File: config.mk
export PLATFORM = sky130hd
export DESIGN_NAME = serial_tx_arbiter
export DESIGN_NICKNAME = d
export VERILOG_FILES = /design/src/rtl/serial_pkg.sv /design/src/rtl/serial_strobe_gen.sv /design/src/rtl/serial_tx_arbiter.sv
export SDC_FILE = /design/constraint.sdc
export NUM_CORES = 1
export LEC_CHECK = 0
export BUFFER_PORTS_ARGS = -buffer_cell sky130_fd_sc_hd__buf_2
export CELL_PAD_IN_SITES_DETAIL_PLACEMENT = 0
export CELL_PAD_IN_SITES_GLOBAL_PLACEMENT = 1
export CORE_ASPECT_RATIO = 1.75
export CORE_UTILIZATION = 30
export DETAILED_ROUTE_END_ITERATION = 7
export PLACE_DENSITY_LB_ADDON = 0.1
export SLEW_MARGIN = 25
export SYNTH_ARGS = -nofsm -noshare
export SYNTH_HDL_FRONTEND = slang
export SYNTH_SLANG_ARGS = --single-unit
File: constraint.sdc
create_clock -name i_clk -period 1.83 [get_ports i_clk]
set_clock_uncertainty 0.05 [all_clocks]
set_input_delay 0.183 -clock i_clk [delete_from_list [all_inputs] [get_ports i_clk]]
set_output_delay 0.183 -clock i_clk [all_outputs]
set_load 0.01 [all_outputs]
File: src/rtl/serial_pkg.sv
// serial_pkg: shared arbiter state encoding, default word width and index-width helper
package serial_pkg;
  typedef enum logic [1:0] {IDLE, START, WAIT_BUSY, WAIT_DONE} state_e;
  localparam int DEF_WIDTH = 8;
  function automatic int clog2(input int v);
    int r;
    r = 0;
    while ((1 << r) < v) r++;
    return (r < 1) ? 1 : r;
  endfunction
endpackage

File: src/rtl/serial_strobe_gen.sv
// serial_strobe_gen: divides the system clock into a one-cycle serial strobe every STB_DIV cycles
module serial_strobe_gen
  import serial_pkg::*;
#(
  parameter int STB_DIV = 4
) (
  input  logic i_clk,
  input  logic i_reset_n,
  output logic o_stb
);
  localparam int CW = clog2(STB_DIV);
  localparam logic [CW-1:0] LAST = CW'(STB_DIV - 1);
  logic [CW-1:0] cnt_q, cnt_d;
  logic          stb_q, stb_d;
  always_comb begin
    cnt_d = (cnt_q == LAST) ? '0 : cnt_q + 1'b1;
    stb_d = (cnt_q == LAST);
  end
  always_ff @(posedge i_clk or negedge i_reset_n)
    if (!i_reset_n) begin
      cnt_q <= '0;
      stb_q <= 1'b0;
    end else begin
      cnt_q <= cnt_d;
      stb_q <= stb_d;
    end
  assign o_stb = stb_q;
endmodule

File: src/rtl/serial_tx_arbiter.sv
// serial_tx_arbiter: round-robin sequencer sharing one shift register among NUM_REQ clients
// Define SR_ARB_TIMEOUT_EN to abort transfers stuck in the wait states after TIMEOUT cycles.
module serial_tx_arbiter
  import serial_pkg::*;
#(
  parameter int NUM_REQ = 4,
  parameter int WIDTH   = DEF_WIDTH,
  parameter int STB_DIV = 4,
  parameter int TIMEOUT = 255
) (
  input  logic                     i_clk,
  input  logic                     i_reset_n,
  input  logic [NUM_REQ-1:0]       i_req,
  input  logic [NUM_REQ*WIDTH-1:0] i_req_data,
  output logic [NUM_REQ-1:0]       o_grant,
  output logic [NUM_REQ-1:0]       o_done,
  output logic                     o_sr_clk_stb,
  output logic                     o_sr_start_stb,
  output logic [WIDTH-1:0]         o_sr_data,
  input  logic                     i_sr_busy,
  output logic                     o_error
);
  localparam int IW = clog2(NUM_REQ);
  state_e             state_q, state_d;
  logic [IW-1:0]      ptr_q, ptr_d, idx_q, idx_d, pick;
  logic [NUM_REQ-1:0] grant_q, grant_d, done_q, done_d;
  logic               start_q, start_d, err_q, err_d;
  logic [WIDTH-1:0]   data_q, data_d;
  logic               arb_go, fin, tmo;
  // Descending offsets so the closest requester after ptr wins; ptr itself is last.
  always_comb begin
    pick = ptr_q;
    for (int k = NUM_REQ; k >= 1; k--)
      if (i_req[(int'(ptr_q) + k) % NUM_REQ]) pick = IW'((int'(ptr_q) + k) % NUM_REQ);
  end
  assign arb_go = (state_q == IDLE) && |i_req && !i_sr_busy;
  assign fin    = (state_q == WAIT_DONE) && !i_sr_busy;
`ifdef SR_ARB_TIMEOUT_EN
  localparam int CW = clog2(TIMEOUT + 1);
  logic [CW-1:0] cnt_q, cnt_d;
  logic          waiting;
  assign waiting = (state_q == WAIT_BUSY) || (state_q == WAIT_DONE);
  always_comb cnt_d = waiting ? cnt_q + 1'b1 : '0;
  assign tmo = waiting && !fin && (cnt_q == CW'(TIMEOUT - 1));
  always_ff @(posedge i_clk or negedge i_reset_n)
    if (!i_reset_n) cnt_q <= '0;
    else cnt_q <= cnt_d;
`else
  logic unused_timeout;
  assign unused_timeout = (TIMEOUT != 0);
  assign tmo = 1'b0;
`endif
  always_ff @(posedge i_clk or negedge i_reset_n)
    if (!i_reset_n) state_q <= IDLE;
    else state_q <= state_d;
  always_comb begin
    state_d = state_q;
    case (state_q)
      IDLE:      state_d = arb_go ? START : IDLE;
      START:     state_d = WAIT_BUSY;
      WAIT_BUSY: state_d = tmo ? IDLE : (i_sr_busy ? WAIT_DONE : WAIT_BUSY);
      WAIT_DONE: state_d = (fin || tmo) ? IDLE : WAIT_DONE;
      default:   state_d = IDLE;
    endcase
  end
  always_comb begin
    grant_d = arb_go ? NUM_REQ'(1) << pick : '0;
    done_d  = fin ? NUM_REQ'(1) << idx_q : '0;
    start_d = (state_q == START);
    err_d   = tmo;
    idx_d   = arb_go ? pick : idx_q;
    data_d  = arb_go ? i_req_data[int'(pick)*WIDTH +: WIDTH] : data_q;
    ptr_d   = (fin || tmo) ? idx_q : ptr_q;
  end
  always_ff @(posedge i_clk or negedge i_reset_n)
    if (!i_reset_n) begin
      ptr_q   <= '0;
      idx_q   <= '0;
      grant_q <= '0;
      done_q  <= '0;
      start_q <= 1'b0;
      err_q   <= 1'b0;
      data_q  <= '0;
    end else begin
      ptr_q   <= ptr_d;
      idx_q   <= idx_d;
      grant_q <= grant_d;
      done_q  <= done_d;
      start_q <= start_d;
      err_q   <= err_d;
      data_q  <= data_d;
    end
  serial_strobe_gen #(.STB_DIV(STB_DIV)) u_stb (
    .i_clk     (i_clk),
    .i_reset_n (i_reset_n),
    .o_stb     (o_sr_clk_stb)
  );
  assign o_grant        = grant_q;
  assign o_done         = done_q;
  assign o_sr_start_stb = start_q;
  assign o_sr_data      = data_q;
  assign o_error        = err_q;
endmodule

==> flow_summary.toml, run 1 <==
[status]
status = "finished, violations left"
violations = "design-rule violations"

[timing]
finalWorstPathRequiredPeriod_ns = 1.71
finalHoldViolations = 0
max_clock_freq_ghz = 0.586
post-route-period-util = 0.933
worst_max_slew_margin_expressed_relative_to_the_limit = 0.598
timing.final.setup_violations = 0
final_max_slew_viol_count = 0
fin_setup_tns_ns = 0
worst_slack_ns = 0.122
unrepaired_setup_endpoints_after_global_routing = "false"
worst-slew-pin-transition_ns = 0.603

[run]
drv.max_cap_violation_count = 0

[place]
dpl-instance-area_um2 = 1720
portBuffers = 56
dp_hpwl_um = 2790
place_congestion = 0.799
post-place-ws_ns = -0.00297

[yosys]
sequential_area_share_after_synthesis = 0.479
synthDistinctLibCells = 31
ys_async_sr_fraction = 1.00
post_synth_most_frequent_cells = "26 x dfrtp_1, 18 x nand2_1, 9 x nor2_1"
synth_area_um2 = 1360
synth-edff-count = 0
postSynthAreaPerCell_um2 = 10.4
postSynthRegisterBits = 26
ys_dominant_reg_cell = "dfrtp_1"
synth_top_cells_by_area = "dfrtp_1 48%, mux2i_1 5.9%, a211o_1 5.2%, nand2_1 5.0%, o211ai_1 4.4%"
synthDominantCellAreaShare = 0.479
yosys_warnings = 0
syn_nets = 170
yosysTopAreaCell = "dfrtp_1"
yosysMostFrequentCell = "dfrtp_1"
syn_inst = 130

[floorplanning]
core_region_area_um2 = 4360
fp-row-count = 32
die_area_um2 = 4810
die_x_extent_um = 52.9
design.portCount = 58
initial_core_util = 0.311
die_height_um = 91.0

[critical_path]
cpLargestDelayFamily = "compound AO/OA/AOI/OAI gates"
ff2ff_setup_slack_ns = 0.12
cp_num_buf_inv = 1
timing.setup.critical_path_class = "flop to flop"
crit_path_end_kind = "flop"
worst_r2r_path_depth = 6
crit_path_max_incr_delay_ns = 0.49
crit_chain = "nand2b_4 -> a21oi_4 -> buf_4 -> o31ai_1 -> a211o_1 -> o211ai_1"
rr_endpoint = "o_sr_data[2]"
critPathArrivalTime_ns = 1.85
crit_path_start_kind = "flop"
critical_path.reg2reg.startpoint = "ptr_q[1]"
timing.critical_path.fanout_max = 10
cp.required_ns = 1.97
timing.critical_path.slowest_stage_cell = "dfrtp_2"

[pwr]
comb_power_share = 0.445
power.switching_mw = 0.913
power_report.internal_total_mw = 1.52
worst_ir_drop_vdd_mv = 0.564
powerDensity_nw_per_um2 = 1340
clock_power_frac = 0.196
total_leakage_power_nw = 0.911
total_power_mw = 2.43
p_sw_frac = 0.375
seq_power_share = 0.359

[clocking]
cell_at_the_root_of_the_clock_tree = "clkbuf_8"
tritoncts_clock_tree = "built"
htree_levels = 1
cts.reportedPaths.clkPinSlew_ns = 0.09
cts_made_buffers = 3
clkLatencyLatePin_ns = 0.27
maximum_root_to_sink_buffer_count = 2
clkSinkCount = 26

[worst_hold_path]
worstHoldPathType = "input port to flop"
min_to = "state_q[0]"
hold_path_startpoint = "i_sr_busy"
worstHoldPathCells = 3

[route]
antenna_violating_nets_post_route = 0
firstDrtPassIters = 6
route.detailed.wl_per_inst_um = 15.1
vias_per_cell = 5.13
vias = 1231
route.detailed.drc = 1
dr.first_iter.drc_count = 31
final_routed_wirelength_across_all_metal_layers_um = 3620

[cells_and_area]
antenna-diode-count = 0
nets = 230
design_area_um2 = 1820
layout-area-overhead-vs-synth_pct = 34.2
layout-drive-gt1-share = 0.407
final.fill_count = 449

[global_routing]
maximum_number_of_pins_on_one_net_before_global_route_repair = 27
vias_in_the_first_global_route = 1248
antenna_found_initial = 0
globalRoute.totalOverflow = 0
gr-usage-all-layers = 0.163
grt_first_pass_wirelength_um = 5800
-- worst max-delay path by stage --
stage,from,to,slack (ns),cells past startpoint
after floorplan,ptr_q[1],o_sr_data[0],0.25,6
after detailed placement,ptr_q[1],o_sr_data[5],-0.003,5
after CTS,ptr_q[1],o_sr_data[2],0.03,6
after global routing,ptr_q[0],o_sr_data[5],0.02,5
after global placement,ptr_q[1],idx_q[1],0.09,5
final,ptr_q[1],o_sr_data[2],0.12,6
-- per-stage QoR --
stage,cells,hold WS (ns),utilization
3_5_place_dp,234,0.188,0.393
3_3_place_gp,234,0.171,0.393
6_report,240,0.110,0.417
2_1_floorplan,130,-0.163,-
4_1_cts,239,0.104,0.413
5_1_grt,240,0.139,0.417
-- cell usage in the layout, fill, tap and decap left out, drive strengths merged, types with 2 or more instances in the layout --
cell type  count
a211o          8
a21o           2
a21oi          3
buf           62
clkbuf         3
dfrtp         26
inv            3
mux2i          8
nand2         18
nand2b         3
nand4          8
nor2           9
nor3           6
o211ai         8
o21ai          2
o31ai          8
-- state kept, by name (all words and copies together) (netlist names) --
| register | cells |
|---|---|
| u_stb.cnt_q | 2 |
| ptr_q | 2 |
| o_sr_data | 8 |
| state_q | 2 |
| o_grant | 4 |
| u_stb.o_stb | 1 |
| idx_q | 2 |
| o_done | 4 |
| o_sr_start_stb | 1 |
-- cell type report --
| class | instances | area (um2) | share of cell area |
|---|---|---|---|
| Clock inverter | 1 | 30.0 | 0.0165 |
| Tap cell | 51 | 63.8 | 0.0350 |
| Timing Repair Buffer | 63 | 360 | 0.198 |
| Inverter | 3 | 11.3 | 0.00618 |
| Clock buffer | 3 | 41.3 | 0.0227 |
| Multi-Input combinational cell | 93 | 663 | 0.364 |
| Sequential cell | 26 | 652 | 0.358 |
-- logic make-up after synthesis --
logic type,share of synthesized area
buffers and inverters,0.0424
adder cells (fa/ha/maj),0.00922
AND/OR/NAND/NOR,0.191
flip-flops,0.479
other,0.00276
multiplexers,0.0590
AO/OA/AOI/OAI,0.217
-- worst min-delay path: stages --
cell	delay [ns]
buf_2	0.11
nand2_1	0.05
nand2_1	0.05
-- power groups by stage --
stage	combinational, mW	sequential (mW)	clock (mW)
floorplan	0.685	0.891	0
global placement	1.05	0.876	0
detailed placement	1.08	0.882	0
CTS	1.08	0.872	0.494
global route	1.19	0.901	0.509
finish	1.08	0.874	0.478
-- timing repair --
| item | 4_1_cts | 5_1_grt |
|---|---|---|
| endpoints found under the hold margin | 26 | 0 |
| setup endpoints to repair | 2 | 8 |
| buffers inserted | 0 | 1 |
| resized for setup | 1 | 1 |
| hold buffers | 1 | 0 |
| pin swaps | 0 | 2 |
-- metal layers --
metal	part of all wire	up-vias	track usage
met1	0.38	592	0.186
li1	-	598	-
met2	0.56	37	0.296
met3	0.037	4	0.0168
met4	0.019	0	0.0570
met5	0	-	0
Power figures use the tool's default switching activity.
==> run 2, diff against run 1 <==
--- a/config.mk
+++ b/config.mk
@@ -12,6 +12,7 @@
 export CORE_UTILIZATION = 30
 export DETAILED_ROUTE_END_ITERATION = 7
 export PLACE_DENSITY_LB_ADDON = 0.1
+export RECOVER_POWER = 50
 export SLEW_MARGIN = 25
 export SYNTH_ARGS = -nofsm -noshare
 export SYNTH_HDL_FRONTEND = slang
==> run 2 against run 1 <==
- the flow still finishes with violations (design-rule violations)
- critical path depth unchanged
- sequential cell count unchanged
- clock power about the same
- wire length increased by 0.14%
- die area unchanged
- via count unchanged
- design area decreased by 0.69%
- total power decreased by 0.24%
- critical path type unchanged
- setup slack about the same
- global-route usage unchanged
- highest routed layer unchanged
- register-to-register slack about the same
- sequential share of layout area increased by 0.25 points
==> flow_summary.toml, run 2 (synthesized netlist as in run 1, its figures left out) <==
[place]
place_congestion = 0.799
dp_hpwl_um = 2790
post-place-ws_ns = -0.00297
dpl-instance-area_um2 = 1720
portBuffers = 56

[global_routing]
maximum_number_of_pins_on_one_net_before_global_route_repair = 27
globalRoute.totalOverflow = 0
globalRouteMet2Util = 0.296
vias_in_the_first_global_route = 1248
grt_first_pass_wirelength_um = 5800
groute.layer.met3.usage = 0.0168
antenna_found_initial = 0
top_usage_layer = "met2"
grt_util_met1 = 0.186
gr-usage-all-layers = 0.163

[critical_path]
critPathArrivalTime_ns = 1.85
timing.critical_path.fanout_max = 10
timing.critical_path.slowest_stage_cell = "dfrtp_2"
timing.setup.critical_path_class = "flop to flop"
crit_path_max_incr_delay_ns = 0.49
crit_path_start_kind = "flop"
crit_path_end_kind = "flop"
cp.required_ns = 1.97
crit_chain = "nand2b_4 -> a21oi_4 -> buf_4 -> o31ai_1 -> a211o_1 -> o211ai_1"

[pwr]
total_power_mw = 2.43
worst_ir_drop_vdd_mv = 0.564
total_leakage_power_nw = 0.868
powerDensity_nw_per_um2 = 1340

[floorplanning]
core_region_area_um2 = 4360
fp-row-count = 32
initial_core_util = 0.311
die_height_um = 91.0
die_area_um2 = 4810
die_x_extent_um = 52.9
design.portCount = 58

[timing]
finalWorstPathRequiredPeriod_ns = 1.71
worst-slew-pin-transition_ns = 0.669
worst_slack_ns = 0.122
worst_max_slew_margin_expressed_relative_to_the_limit = 0.554
unrepaired_setup_endpoints_after_global_routing = "false"
max_clock_freq_ghz = 0.586
final_max_slew_viol_count = 0
timing.final.setup_violations = 0
post-route-period-util = 0.933
finalHoldViolations = 0

[route]
antenna_violating_nets_post_route = 0
route.detailed.wl_per_inst_um = 15.1
vias_per_cell = 5.13
final_routed_wirelength_across_all_metal_layers_um = 3620
firstDrtPassIters = 6
dr.first_iter.drc_count = 31
route.detailed.drc = 1
vias = 1231

[clocking]
cts.reportedPaths.clkPinSlew_ns = 0.09
cell_at_the_root_of_the_clock_tree = "clkbuf_8"
tritoncts_clock_tree = "built"
clkSinkCount = 26
cts_made_buffers = 3
clkLatencyLatePin_ns = 0.27
htree_levels = 1
maximum_root_to_sink_buffer_count = 2

[cells_and_area]
layout-drive-gt1-share = 0.354
largest_reg_flops = 8
mostFrequentLayoutCells = "45 x buf_2, 25 x dfrtp_1, 18 x nand2_1, 10 x clkbuf_1, 9 x nor2_1"
layout.cells.most_common = "buf_2"
nets = 230
antenna-diode-count = 0
design_area_um2 = 1810
layout-area-overhead-vs-synth_pct = 33.3

[status]
violations = "design-rule violations"
status = "finished, violations left"

[run]
drv.max_cap_violation_count = 0

[worst_hold_path]
worstHoldPathType = "input port to flop"
run 2: metrics by stage:
| step | setup TNS (ns) | hold slack [ns] | std cells | util |
|---|---|---|---|---|
| 3_5_place_dp | -0.00297 | 0.188 | 234 | 0.393 |
| 3_3_place_gp | 0 | 0.171 | 234 | 0.393 |
| 2_1_floorplan | 0 | -0.163 | 130 | - |
| 6_report | 0 | 0.110 | 240 | 0.415 |
| 5_1_grt | 0 | 0.139 | 240 | 0.415 |
| 4_1_cts | 0 | 0.104 | 239 | 0.413 |
run 2: where the power goes:
group	internal (mW)	total (mW)	switching (mW)
clock network	0.292	0.478	0.186
registers	0.740	0.875	0.135
logic	0.482	1.08	0.594
total	1.51	2.43	0.914
run 2: layout make-up:
cell class / instances / area (um2)
clock buffers: 3 / 41.3
clock inverters: 1 / 30.0
fillers: 455 / 2550
inverters: 3 / 11.3
multi-input cells: 93 / 663
flip-flops and latches: 26 / 652
well taps: 51 / 63.8
repair buffers: 63 / 348
run 2: routing by layer:
layer / wire length, um / vias to the layer above / part of all wire
met5: 0 / - / 0
met3: 144 / 4 / 0.040
met4: 67 / 0 / 0.018
met2: 2020 / 37 / 0.56
met1: 1390 / 592 / 0.38
li1: - / 598 / -
run 2: final timing paths:
| path | endpoint | from | depth (start not counted) | slack (ns) |
|---|---|---|---|---|
| worst max-delay path | o_sr_data[2] | ptr_q[1] | 6 | 0.12 |
| worst min-delay path | state_q[0] | i_sr_busy | 3 | 0.11 |
| worst max register to register | o_sr_data[2] | ptr_q[1] | 6 | 0.12 |
| worst min register to register | u_stb.cnt_q[0] | u_stb.cnt_q[0] | 1 | 0.38 |
| max in group asynchronous | ptr_q[1] | i_reset_n | 2 | 0.84 |
| min in group asynchronous | state_q[1] | i_reset_n | 2 | 0.41 |
run 2: critical path, delay by kind of cell, from the launching register on:
kind	cells	cell delay (ns)
AO/OA/AOI/OAI	4	0.72
flip-flops	1	0.49
buffers and inverters	1	0.19
AND/OR/NAND/NOR	1	0.18
run 2: what timing repair did:
| item | in CTS | in global routing |
|---|---|---|
| pin swaps | 0 | 2 |
| endpoints found under the setup margin | 2 | 8 |
| hold buffers | 1 | 0 |
| endpoints found under the hold margin | 26 | 0 |
| resized for setup | 1 | 1 |
| setup buffers | 0 | 1 |
